===== src/rtl/mem_copy_dma.sv =====
// Word-granular memory-to-memory copy engine; bus initiator on a single-port memory.
// Optional build macro DMA_FILL_EN adds a pattern-fill mode (fill, fill_value).
module mem_copy_dma #(
  parameter int LEN_WIDTH = 16
) (
  input  logic                 clk,
  input  logic                 rst_n,
  input  logic                 start,
  input  logic                 abort,
  input  logic [31:0]          src_addr,
  input  logic [31:0]          dst_addr,
  input  logic [LEN_WIDTH-1:0] length,
`ifdef DMA_FILL_EN
  input  logic                 fill,
  input  logic [31:0]          fill_value,
`endif
  output logic                 busy,
  output logic                 done,
  output logic                 error,
  output logic                 memory_read,
  output logic                 memory_write,
  output logic [31:0]          address,
  output logic [31:0]          write_data,
  input  logic [31:0]          read_data
);

  typedef enum logic [2:0] {
    IDLE  = 3'd0,
    READ  = 3'd1,
    WRITE = 3'd2,
    DONE  = 3'd3
`ifdef DMA_FILL_EN
    ,FILL = 3'd4
`endif
  } state_e;

  localparam logic [LEN_WIDTH-1:0] CNT_ONE = LEN_WIDTH'(1);

  state_e               state_q, state_d;
  logic [31:0]          src_q, src_d;
  logic [31:0]          dst_q, dst_d;
  logic [LEN_WIDTH-1:0] cnt_q, cnt_d;
  logic [31:0]          buf_q, buf_d;
  logic                 err_q, err_d;
  logic                 misalign;
  logic                 fill_req;
`ifdef DMA_FILL_EN
  logic [31:0]          fval_q, fval_d;
`endif

  always_ff @(posedge clk or negedge rst_n) begin
    if (!rst_n) begin
      state_q <= IDLE;
      src_q   <= '0;
      dst_q   <= '0;
      cnt_q   <= '0;
      buf_q   <= '0;
      err_q   <= 1'b0;
`ifdef DMA_FILL_EN
      fval_q  <= '0;
`endif
    end else begin
      state_q <= state_d;
      src_q   <= src_d;
      dst_q   <= dst_d;
      cnt_q   <= cnt_d;
      buf_q   <= buf_d;
      err_q   <= err_d;
`ifdef DMA_FILL_EN
      fval_q  <= fval_d;
`endif
    end
  end

  // Fill never reads, so only the destination has to be aligned in that mode.
`ifdef DMA_FILL_EN
  assign fill_req = fill;
`else
  assign fill_req = 1'b0;
`endif
  assign misalign = (dst_addr[1:0] != 2'b00) || (!fill_req && (src_addr[1:0] != 2'b00));

  always_comb begin
    state_d = state_q;
    src_d   = src_q;
    dst_d   = dst_q;
    cnt_d   = cnt_q;
    buf_d   = buf_q;
    err_d   = 1'b0;
`ifdef DMA_FILL_EN
    fval_d  = fval_q;
`endif
    case (state_q)
      IDLE: begin
        if (start) begin
          if (misalign) begin
            err_d = 1'b1;
          end else if (length == '0) begin
            state_d = DONE;
          end else begin
            src_d = src_addr;
            dst_d = dst_addr;
            cnt_d = length;
`ifdef DMA_FILL_EN
            fval_d  = fill_value;
            state_d = fill ? FILL : READ;
`else
            state_d = READ;
`endif
          end
        end
      end
      READ: begin
        if (abort) begin
          state_d = IDLE;
        end else begin
          buf_d   = read_data;
          state_d = WRITE;
        end
      end
      WRITE: begin
        // On abort the write strobe of this cycle still lands; pointers stay stale.
        if (abort) begin
          state_d = IDLE;
        end else begin
          src_d   = src_q + 32'd4;
          dst_d   = dst_q + 32'd4;
          cnt_d   = cnt_q - CNT_ONE;
          state_d = (cnt_q == CNT_ONE) ? DONE : READ;
        end
      end
`ifdef DMA_FILL_EN
      FILL: begin
        if (abort) begin
          state_d = IDLE;
        end else begin
          dst_d   = dst_q + 32'd4;
          cnt_d   = cnt_q - CNT_ONE;
          state_d = (cnt_q == CNT_ONE) ? DONE : FILL;
        end
      end
`endif
      DONE:    state_d = IDLE;
      default: state_d = IDLE;
    endcase
  end

  // Bus side is a pure decode of state and registers.
  always_comb begin
    busy         = 1'b0;
    memory_read  = 1'b0;
    memory_write = 1'b0;
    address      = '0;
    write_data   = '0;
    case (state_q)
      READ: begin
        busy        = 1'b1;
        memory_read = 1'b1;
        address     = src_q;
      end
      WRITE: begin
        busy         = 1'b1;
        memory_write = 1'b1;
        address      = dst_q;
        write_data   = buf_q;
      end
`ifdef DMA_FILL_EN
      FILL: begin
        busy         = 1'b1;
        memory_write = 1'b1;
        address      = dst_q;
        write_data   = fval_q;
      end
`endif
      default: ;
    endcase
  end

  assign done  = (state_q == DONE);
  assign error = err_q;

endmodule


===== config.mk =====
export PLATFORM = sky130hd
export DESIGN_NAME = mem_copy_dma
export DESIGN_NICKNAME = d
export VERILOG_FILES = /design/src/rtl/mem_copy_dma.sv
export SDC_FILE = /design/constraint.sdc
export NUM_CORES = 1
export LEC_CHECK = 0
export BUFFER_PORTS_ARGS = -buffer_cell sky130_fd_sc_hd__buf_2
export CORE_MARGIN = 4
export CORE_UTILIZATION = 30
export DETAILED_ROUTE_END_ITERATION = 10
export PLACE_DENSITY = 0.63
export RECOVER_POWER = 100
export SLEW_MARGIN = 15
export SYNTH_ARGS = -nofsm -noshare
export SYNTH_HDL_FRONTEND = slang
export SYNTH_SLANG_ARGS = --single-unit

===== constraint.sdc =====
create_clock -name clk -period 2.3 [get_ports clk]
set_input_delay 0.46 -clock clk [delete_from_list [all_inputs] [get_ports clk]]
set_output_delay 0.46 -clock clk [all_outputs]
set_load 0.005 [all_outputs]

==> results of run 1 <==
[where the power goes]
part | leakage, nW | switching, mW | internal [mW] | total [mW]
clock network | 0.260 | 1.11 | 1.40 | 2.52
logic | 2.85 | 4.49 | 4.03 | 8.52
registers | 1.37 | 1.13 | 3.08 | 4.22
[metrics by stage]
stage / power, mW / area (um2) / utilization / TNS [ps] / setup WS [ps]
6_report: 15.25 / 10200 / 0.4183 / -412.2 / -63.70
5_1_grt: 16.35 / 10200 / 0.4183 / -2774 / -129.4
4_1_cts: 14.87 / 9967 / 0.4086 / -593.6 / -61.13
3_5_place_dp: 11.73 / 9095 / 0.3729 / -339.5 / -111.4
3_3_place_gp: 11.56 / 9095 / 0.3729 / -133.3 / -89.27
2_1_floorplan: 8.819 / 7462 / - / 0 / 71.78
[cells in the mapped netlist, types with 4 or more instances]
| cell type | count | area share |
|---|---|---|
| clkbuf_1 | 52 | 0.026 |
| a21boi_0 | 7 | 0.0070 |
| nor3_1 | 22 | 0.015 |
| or3_1 | 7 | 0.0059 |
| a211o_1 | 4 | 0.0047 |
| o22a_1 | 16 | 0.019 |
| dfrtp_1 | 115 | 0.39 |
| nor3b_1 | 4 | 0.0040 |
| o221a_2 | 4 | 0.0060 |
| nand2_1 | 72 | 0.036 |
| nor4_1 | 8 | 0.0067 |
| o21a_1 | 5 | 0.0050 |
| o32a_1 | 5 | 0.0067 |
| clkbuf_8 | 4 | 0.0074 |
| a31oi_1 | 10 | 0.0084 |
| a21oi_1 | 65 | 0.044 |
| mux2i_1 | 5 | 0.0067 |
| and4_1 | 7 | 0.0082 |
| nor2b_1 | 30 | 0.025 |
| nor2_1 | 71 | 0.036 |
| o21ai_0 | 64 | 0.043 |
| o31ai_1 | 12 | 0.012 |
| nand4_1 | 13 | 0.011 |
| nand3_1 | 37 | 0.025 |
| a22oi_1 | 34 | 0.034 |
| mux2_2 | 33 | 0.050 |
| o22ai_1 | 22 | 0.018 |
| buf_2 | 7 | 0.0047 |
| ha_1 | 9 | 0.015 |
| inv_1 | 21 | 0.011 |
| and3_1 | 17 | 0.014 |
| and2_1 | 33 | 0.028 |
| o211ai_1 | 7 | 0.0070 |
[per-layer routing]
layer  track usage  part of all wire  routed length (um)
met1        0.2608              0.43               11800
met3       0.05505             0.084                2340
met5             0            0.0019                  52
met2        0.3029              0.46               12750
met4       0.07496             0.029                 806
[layout by cell type, fill, tap and decap left out, types with 5 or more instances in the layout]
cell type	netlist	layout
and4_1	7	7
buf_6	3	5
inv_6	0	6
inv_1	21	19
buf_2	7	181
o211ai_1	7	7
o32a_1	5	5
mux2i_1	5	5
o22ai_1	22	22
mux2_2	33	33
buf_12	0	11
nor2b_1	30	27
nand4_1	13	13
nand3_1	37	35
nand2_1	72	69
nor2_1	71	68
o21ai_0	64	62
o31ai_1	12	12
a22oi_1	34	15
a21oi_1	65	65
a22oi_2	0	19
and2_1	33	30
and3_1	17	16
nor4_1	8	8
or3_1	7	7
a31oi_1	10	10
clkbuf_16	0	19
dfrtp_1	115	115
buf_4	0	62
nor3_1	22	20
o22a_1	16	16
ha_1	9	6
[final cells by class]
cell class	count	area, um2
fillers	2477	14190
multi-input cells	671	4433
flip-flops and latches	115	2878
repair buffers	272	1857
clock buffers	17	425.4
well taps	324	405.4
clock inverters	15	125.1
inverters	21	78.83
[flip-flops by register name, indices dropped and copies added, names as in the netlist]
register / cells
buf_q: 32
cnt_q: 16
dst_q: 32
error: 1
src_q: 32
state_q: 2
[critical path: cells and delay by family, from the launching register on]
family	cells	cell delay [ps]
and+or+nand+nor	1	130
adders and majority gates	1	250
DFF	1	390
buffers and inverters	5	730
[worst min-delay path by stage]
stage	from	endpoint	slack (ps)	cells after the start
2_1_floorplan	rst_n	buf_q[0]$_DFFE_PN0N_	160	0
3_3_place_gp	rst_n	src_q[13]$_DFFE_PN0P_	430	1
3_5_place_dp	rst_n	src_q[13]$_DFFE_PN0P_	440	1
4_1_cts	read_data[21]	buf_q[21]$_DFFE_PN0N_	240	2
5_1_grt	read_data[22]	buf_q[22]$_DFFE_PN0N_	250	2
6_report	read_data[21]	buf_q[21]$_DFFE_PN0N_	260	2
[cells by family after synthesis]
family	Yosys count	share of synthesized area
AND/OR/NAND/NOR	339	0.2374
AO/OA/AOI/OAI	285	0.2513
flip-flops	115	0.3856
buffers and inverters	88	0.05399
multiplexers	38	0.05651
adder cells (fa/ha/maj)	9	0.01509
[repair_timing]
item                                   4_1_cts  5_1_grt
gates resized for setup                     36       41
hold buffers                                 1        0
setup endpoints to repair                   60       93
pin swaps                                    2        3
endpoints found under the hold margin       24        0
gates cloned                                 3        2
buffers inserted                             7        8
==> flow_metrics.py, run 1 <==
metrics = {
    "global_routing": {
        "grt.total_usage": 0.1957,
        "antenna_found_initial": 5,
        "overflow": 0,
        "grt_pass1_wl_mm": 43.06,
        "grt_pass1_vias": 7639,
        "grt_max_degree": 51,
    },
    "setup_path": {
        "slowest_delay_ps": 390,
        "crit_arrival_ps": 1900,
        "cp_slowest_cell": "dfrtp_1",
        "r2r_cells": 12,
        "startpoint": "state_q[0]$_DFFE_PN0P_",
        "critPathCaptureType": "primary output",
        "cp_cell_sequence": "inv_2 -> buf_6 -> ha_4 -> buf_12 -> bufbuf_16 -> and2_4 -> buf_2",
        "r2r_start": "state_q[0]$_DFFE_PN0P_",
        "crit_path_max_fanout": 9,
        "reg2reg_slack_ps": 20,
        "endpoint": "write_data[1]",
        "cp.required_ps": 1840,
        "r2r-end": "dst_q[18]$_DFFE_PN0P_",
        "startpoint_type": "flop",
        "crit_type": "flop to primary output",
    },
    "finish": {
        "layout.cells.non_filler": 1435,
        "drive_gt1_frac": 0.3663,
        "area_growth_pct": 36.72,
        "nets": 1223,
        "n_antenna_cell": 0,
    },
    "synth": {
        "synth.distinct_cells": 67,
        "async_flop_share": 1.000,
        "yosysSeqAreaShare": 0.3856,
        "syn-mean-instance-area_um2": 8.538,
        "syn_nets": 999,
        "yosys_most_used_dff": "dfrtp_1",
        "syn-cell-area_mm2": 0.007462,
        "synthCells": 874,
        "yosys_warnings": 0,
        "ys_ff_latch": 115,
        "synth_edf_count": 0,
    },
    "sta": {
        "slew_violations": 0,
        "slew_headroom": 0.4506,
        "max_freq_mhz": 423.1,
        "rsz0062_at_grt": "true",
        "fin_crit_ps": 2364,
        "timing.final.ws_setup_ps": -63.70,
        "tightest_slew_ps": 824.2,
        "whs_ps": 261.4,
        "finalHoldViolations": 0,
        "setup_viol": 18,
        "fin_crit_sh": 1.028,
        "skew_ps": 7.073,
    },
    "clock_tree": {
        "cts_tree": "yes",
        "clk_pin_slew_worst_paths_ps": 60,
        "clk_latency_ps": 420,
        "clockBufferDepth": 2,
        "root_buffer": "clkbuf_16",
        "cts.htree.levels": 4,
        "clkSinkCount": 115,
        "numCtsBuffers": 17,
    },
    "detailed_routing": {
        "wl_per_cell_um": 19.34,
        "drt_wl_total_mm": 27.75,
        "num_vias": 7861,
        "ant_nets": 0,
        "detail_route.iter0.violations": 677,
        "drtPass1Iterations": 6,
        "viasPerCell": 5.478,
        "drc": 0,
    },
    "floorplan": {
        "fp.coreArea_mm2": 0.02439,
        "rows": 57,
        "start_util": 0.3059,
        "boundaryPins": 185,
        "die_w_um": 165.7,
        "die_h_um": 165.7,
        "die_area_mm2": 0.02746,
    },
    "power": {
        "powerDensity_mw_per_mm2": 1495,
        "max-vdd-ir-drop_mv": 0.6111,
        "leakage_nw": 4.478,
    },
    "run": {
        "max-cap-violations": 0,
    },
    "place": {
        "io_buffer_count": 184,
        "place_inst": 1382,
        "place_congestion": 0.9037,
        "dp_hpwl_mm": 19.66,
    },
    "worst_hold_path": {
        "hold_path_class": "primary input to flop",
    },
    "status": {
        "status": "complete, but fails checks",
        "violations": "negative setup slack",
    },
}
Power figures use the tool's default switching activity.
==> run 2: changes to the inputs <==
ABC_AREA = 1   (was unset)
PLACE_DENSITY = 0.62   (was 0.63)
==> flow_metrics.py, run 2 <==
metrics = {
    "finish": {
        "layout_common_cells": "nand2_1, buf_2, nor2_1",
        "fin_area_mm2": 0.01079,
        "multiInputGateArea_mm2": 0.004756,
        "final.fill_count": 2746,
        "layout.cells.non_filler": 1800,
        "reg.largest.list": "buf_q x32, dst_q x32, src_q x32",
        "area_growth_pct": 36.35,
        "final-seq-area_mm2": 0.002878,
        "drive_gt1_frac": 0.2698,
        "final_common_cell": "nand2_1",
        "nets": 1577,
        "utilization": 0.4153,
    },
    "synth": {
        "syn_nets": 1357,
        "synth-compound-area-share": 0.07526,
        "synth.distinct_cells": 36,
        "synth_edf_count": 0,
        "synthCells": 1232,
        "yosys.cell_count.top_type": "nand2_1",
        "yosysSeqAreaShare": 0.3636,
        "synth-simple-area-share": 0.4133,
        "async_flop_share": 1.000,
        "yosys_warnings": 0,
        "yosys.area.top_type_share": 0.3636,
        "synth_adder_area_share": 0.01423,
        "ys_top_cells_by_count": "nand2_1, nor2_1, dfrtp_1, inv_1, nand3_1",
        "yosys_most_used_dff": "dfrtp_1",
        "netlist_top_cells_area": "dfrtp_1, nand2_1, nor2_1",
        "netlist.top_cell.by_area": "dfrtp_1",
        "syn-cell-area_mm2": 0.007914,
        "ys_ff_latch": 115,
        "syn-mean-instance-area_um2": 6.424,
        "synth_top_family_by_area": "simple AND/OR/NAND/NOR gates",
        "muxShareOfSynthArea": 0.04553,
        "synth-xor-area-share": 0.006640,
    },
    "global_routing": {
        "grt_pass1_vias": 8375,
        "grt.total_usage": 0.1883,
        "grt_pass1_wl_mm": 43.65,
        "antenna_found_initial": 7,
        "overflow": 0,
        "grt_max_degree": 49,
    },
    "clock_tree": {
        "cts_tree": "yes",
        "numCtsBuffers": 17,
        "clk_pin_slew_worst_paths_ps": 60,
        "clk_latency_ps": 420,
        "root_buffer": "clkbuf_16",
        "clkSinkCount": 115,
        "cts.htree.levels": 4,
        "hold_buffers": 0,
        "clockBufferDepth": 2,
    },
    "place": {
        "place_inst": 1727,
        "post_dp_cell_area_mm2": 0.009338,
        "place_congestion": 0.8873,
        "io_buffer_count": 184,
        "dp_hpwl_mm": 20.15,
    },
    "sta": {
        "finalHoldViolations": 0,
        "tightest_slew_ps": 1204,
        "timing.final.ws_setup_ps": -89.02,
        "rsz0062_at_grt": "true",
        "slew_headroom": 0.1972,
        "setup_viol": 17,
        "whs_ps": 178.1,
        "skew_ps": 11.15,
        "fin_crit_sh": 1.039,
        "max_freq_mhz": 418.6,
        "fin_crit_ps": 2389,
        "slew_violations": 0,
    },
    "setup_path": {
        "cp_slowest_cell": "dfrtp_1",
        "startpoint_type": "flop",
        "slowest_delay_ps": 390,
        "crit_arrival_ps": 1930,
        "crit_path_max_fanout": 7,
        "crit_type": "flop to primary output",
        "critPathCaptureType": "primary output",
        "cp_cell_sequence": "inv_2 -> ha_4 -> buf_4 -> clkbuf_16 -> nand2_2 -> a21oi_2 -> buf_2",
        "cp.required_ps": 1840,
    },
    "floorplan": {
        "die_h_um": 170.4,
        "rows": 59,
        "die_area_mm2": 0.02904,
        "boundaryPins": 185,
        "start_util": 0.3046,
        "die_w_um": 170.4,
        "fp.coreArea_mm2": 0.02598,
    },
    "power": {
        "seq_power_share": 0.301,
        "switchingPower_mw": 6.162,
        "switching_share": 0.4432,
        "powerDensity_mw_per_mm2": 1289,
        "p_clk_frac": 0.198,
        "p_comb_frac": 0.501,
        "max-vdd-ir-drop_mv": 0.5022,
        "leakage_nw": 5.529,
        "p_total_mw": 13.91,
        "p_int_mw": 7.743,
    },
    "detailed_routing": {
        "drc": 0,
        "drtPass1Iterations": 6,
        "wl_per_cell_um": 16.29,
        "detail_route.iter0.violations": 696,
        "ant_nets": 0,
        "viasPerCell": 4.879,
        "drt_wl_total_mm": 29.32,
        "num_vias": 8783,
    },
    "worst_hold_path": {
        "hold_path_class": "primary input to asynchronous set/reset pin",
    },
    "status": {
        "violations": "negative setup slack",
        "status": "complete, but fails checks",
    },
    "run": {
        "max-cap-violations": 0,
    },
}
## run 2: what timing repair did
action,4_1_cts,5_1_grt
setup buffers,5,24
cloned,2,10
resized for setup,35,64
pin swaps,3,15
endpoints found under the setup margin,65,102
## run 2: power groups by stage
stage | registers [mW] | clock network, mW | logic, mW
after floorplan | 3.78 | 0 | 3.76
after global placement | 4.09 | 0 | 5.36
after detailed placement | 4.10 | 0 | 5.49
after CTS | 4.09 | 2.80 | 5.89
after global routing | 4.31 | 2.89 | 7.72
final | 4.19 | 2.75 | 6.96
## run 2: logic make-up (layout without fill, tap and decap cells)
kind of cell | count (synthesis) | count (layout)
AOI/OAI and AO/OA | 114 | 114
xor gates and xnor gates | 6 | 6
adders and majority gates | 9 | 9
buffers and inverters | 159 | 390
DFF | 115 | 115
muxes | 32 | 32
other | 0 | 1
and+or+nand+nor | 797 | 798
## run 2: metrics by stage
stage | setup slack [ps] | setup TNS [ps]
2_1_floorplan | 235.0 | 0
3_3_place_gp | 144.7 | 0
3_5_place_dp | 95.70 | 0
4_1_cts | -68.55 | -353.0
5_1_grt | -165.6 | -4185
6_report | -89.02 | -579.0
## run 2: per-layer routing
| layer | vias up | share of wire | GRT usage |
|---|---|---|---|
| met2 | 331 | 0.46 | 0.2925 |
| li1 | 4345 | - | - |
| met5 | - | 0.0026 | 0 |
| met4 | 12 | 0.025 | 0.06354 |
| met1 | 4042 | 0.42 | 0.2483 |
| met3 | 53 | 0.088 | 0.06039 |
## run 2: final cells by class
cell class,count,area share
clock buffer,21,0.04267
clock inverter,10,0.01229
multi-input combinational,959,0.4407
tap,335,0.03885
sequential,115,0.2667
inverter,110,0.03850
timing repair buffer,249,0.1600
antenna,1,0.0002319
## run 2: path summary, 6_finish.rpt
check	endpoint	cells past startpoint	slack (ps)	from
max	address[13]	7	-90	state_q[0]$_DFFE_PN0P_
min	dst_q[28]$_DFFE_PN0P_	1	180	rst_n
max reg2reg	src_q[27]$_DFFE_PN0P_	13	10	state_q[1]$_DFFE_PN0P_
min reg2reg	src_q[0]$_DFFE_PN0P_	2	490	src_q[0]$_DFFE_PN0P_
max in group asynchronous	cnt_q[8]$_DFFE_PN0P_	2	400	rst_n
min in group clk	buf_q[16]$_DFFE_PN0N_	2	270	read_data[16]
## run 2: worst max-delay path: cells and delay by family (launching register included)
family	cells	cell delay [ps]
simple gates	1	90
fa+ha+maj	1	250
compound gates	1	190
buf+inv	4	580
flops	1	390
==> run 3: changes to the inputs <==
SKIP_CTS_REPAIR_TIMING = 1   (was unset)
==> flow_metrics.py, run 3 (same netlist as run 2, synthesis figures left out) <==
metrics = {
    "run": {
        "max-cap-violations": 0,
    },
    "setup_path": {
        "cp.depth": 6,
        "r2r_cells": 9,
        "critPathCaptureType": "primary output",
        "slowest_delay_ps": 430,
        "cp.required_ps": 1840,
        "cp_slowest_cell": "dfrtp_1",
        "worstPathBufferInverterCount": 3,
        "cp_cell_sequence": "inv_2 -> ha_4 -> buf_6 -> nand2_1 -> a21oi_1 -> buf_2",
        "crit_arrival_ps": 1850,
        "crit_type": "flop to primary output",
        "crit_path_max_fanout": 8,
        "startpoint_type": "flop",
        "critical_path.top_delay_family": "buffers and inverters",
    },
    "finish": {
        "reg.largest.list": "buf_q x32, dst_q x32, src_q x32",
        "final_common_cell": "nand2_1",
        "area_growth_pct": 32.55,
        "layout_common_cells": "nand2_1, buf_2, nor2_1",
        "nets": 1563,
        "drive_gt1_frac": 0.2552,
        "fin_area_mm2": 0.01049,
        "layout.cells.non_filler": 1786,
        "utilization": 0.4037,
    },
    "clock_tree": {
        "cts_tree": "yes",
        "cts.htree.levels": 4,
        "root_buffer": "clkbuf_16",
        "clk_latency_ps": 420,
        "clkSinkCount": 115,
        "numCtsBuffers": 17,
        "clockBufferDepth": 2,
        "clk_pin_slew_worst_paths_ps": 60,
    },
    "place": {
        "place_inst": 1727,
        "post_dp_cell_area_mm2": 0.009338,
        "io_buffer_count": 184,
        "dp_hpwl_mm": 20.15,
        "place_congestion": 0.8873,
    },
    "floorplan": {
        "boundaryPins": 185,
        "start_util": 0.3046,
        "rows": 59,
        "fp.coreArea_mm2": 0.02598,
        "die_h_um": 170.4,
        "die_area_mm2": 0.02904,
        "die_w_um": 170.4,
    },
    "power": {
        "max-vdd-ir-drop_mv": 0.4974,
        "leakage_nw": 5.392,
        "powerDensity_mw_per_mm2": 1275,
    },
    "detailed_routing": {
        "drtPass1Iterations": 5,
        "wl_met1_mm": 11.98,
        "detail_route.iter0.violations": 723,
        "drt_wl_total_mm": 28.31,
        "num_vias": 8673,
        "dr_wl_met3_mm": 2.838,
        "drc": 0,
        "viasPerCell": 4.856,
        "ant_nets": 0,
        "wl_per_cell_um": 15.85,
        "dr_wl_met2_mm": 12.69,
        "top_layer": "met5",
    },
    "sta": {
        "finalHoldViolations": 0,
        "tightest_slew_ps": 1189,
        "skew_ps": 12.23,
        "timing.final.ws_setup_ps": -9.641,
        "fin_crit_ps": 2310,
        "fin_crit_sh": 1.004,
        "rsz0062_at_grt": "true",
        "max_freq_mhz": 433.0,
        "slew_headroom": 0.2071,
        "final.setup.tns_ps": -18.57,
        "slew_violations": 0,
        "setup_viol": 2,
        "whs_ps": 164.2,
    },
    "worst_hold_path": {
        "hold_path_class": "primary input to asynchronous set/reset pin",
    },
    "global_routing": {
        "antenna_found_initial": 7,
        "grt_max_degree": 49,
        "grt_pass1_vias": 8240,
        "grt.total_usage": 0.1828,
        "grt_pass1_wl_mm": 42.56,
        "overflow": 0,
    },
    "status": {
        "status": "complete, but fails checks",
        "violations": "negative setup slack",
    },
}
==> run 3: cell types whose count changed in the layout (fill, tap and decap cells not counted), sizes merged <==
cell | previous run | this run
buf | 237 | 226
clkbuf | 33 | 30
==> run 3: metal layers <==
layer  track usage  vias up
met5             0        -
met4       0.06146       12
met3       0.05923       52
met2        0.2796      342
met1        0.2444     3951
li1              -     4316
==> run 3: worst reg2reg max path, cell delays in order, from the launching register on <==
cell	delay, ps
dfrtp_1	430
ha_4	200
clkbuf_2	140
buf_4	160
nand2_1	50
a21boi_2	190
nand2_1	190
nor2_2	520
nand2_1	100
o21ai_0	110
==> run 3: path summary, 6_finish.rpt <==
kind / startpoint / end / slack, ps
min in group clk: read_data[28] / buf_q[28]$_DFFE_PN0N_ / 270
max: state_q[1]$_DFFE_PN0P_ / address[25] / -10
min reg2reg: src_q[0]$_DFFE_PN0P_ / src_q[0]$_DFFE_PN0P_ / 490
max in group asynchronous: rst_n / dst_q[3]$_DFFE_PN0P_ / 440
max reg2reg: state_q[1]$_DFFE_PN0P_ / dst_q[3]$_DFFE_PN0P_ / 100
min: rst_n / dst_q[28]$_DFFE_PN0P_ / 160
==> run 3: cell type report <==
cell class	count	area (um2)
multi-input cells	959	4644
diodes	1	2.502
repair buffers	235	1529
fillers	2772	15490
well taps	335	419.2
flip-flops and latches	115	2879
clock buffers	21	460.4
clock inverters	10	132.6
inverters	110	422.9
==> run 3: per-stage QoR <==
stage,total power [mW],worst slack [ps]
after floorplan,7.537,235.0
after global placement,9.445,144.7
after detailed placement,9.593,95.70
after CTS,12.38,-345.4
after global routing,14.41,-57.96
final,13.38,-9.641
==> run 3: where the power goes <==
group	leakage, nW	total, mW	switching, mW	internal (mW)
Combinational	3.70	6.48	3.83	2.65
Sequential	1.40	4.16	1.10	3.05
Clock	0.285	2.74	0.996	1.75
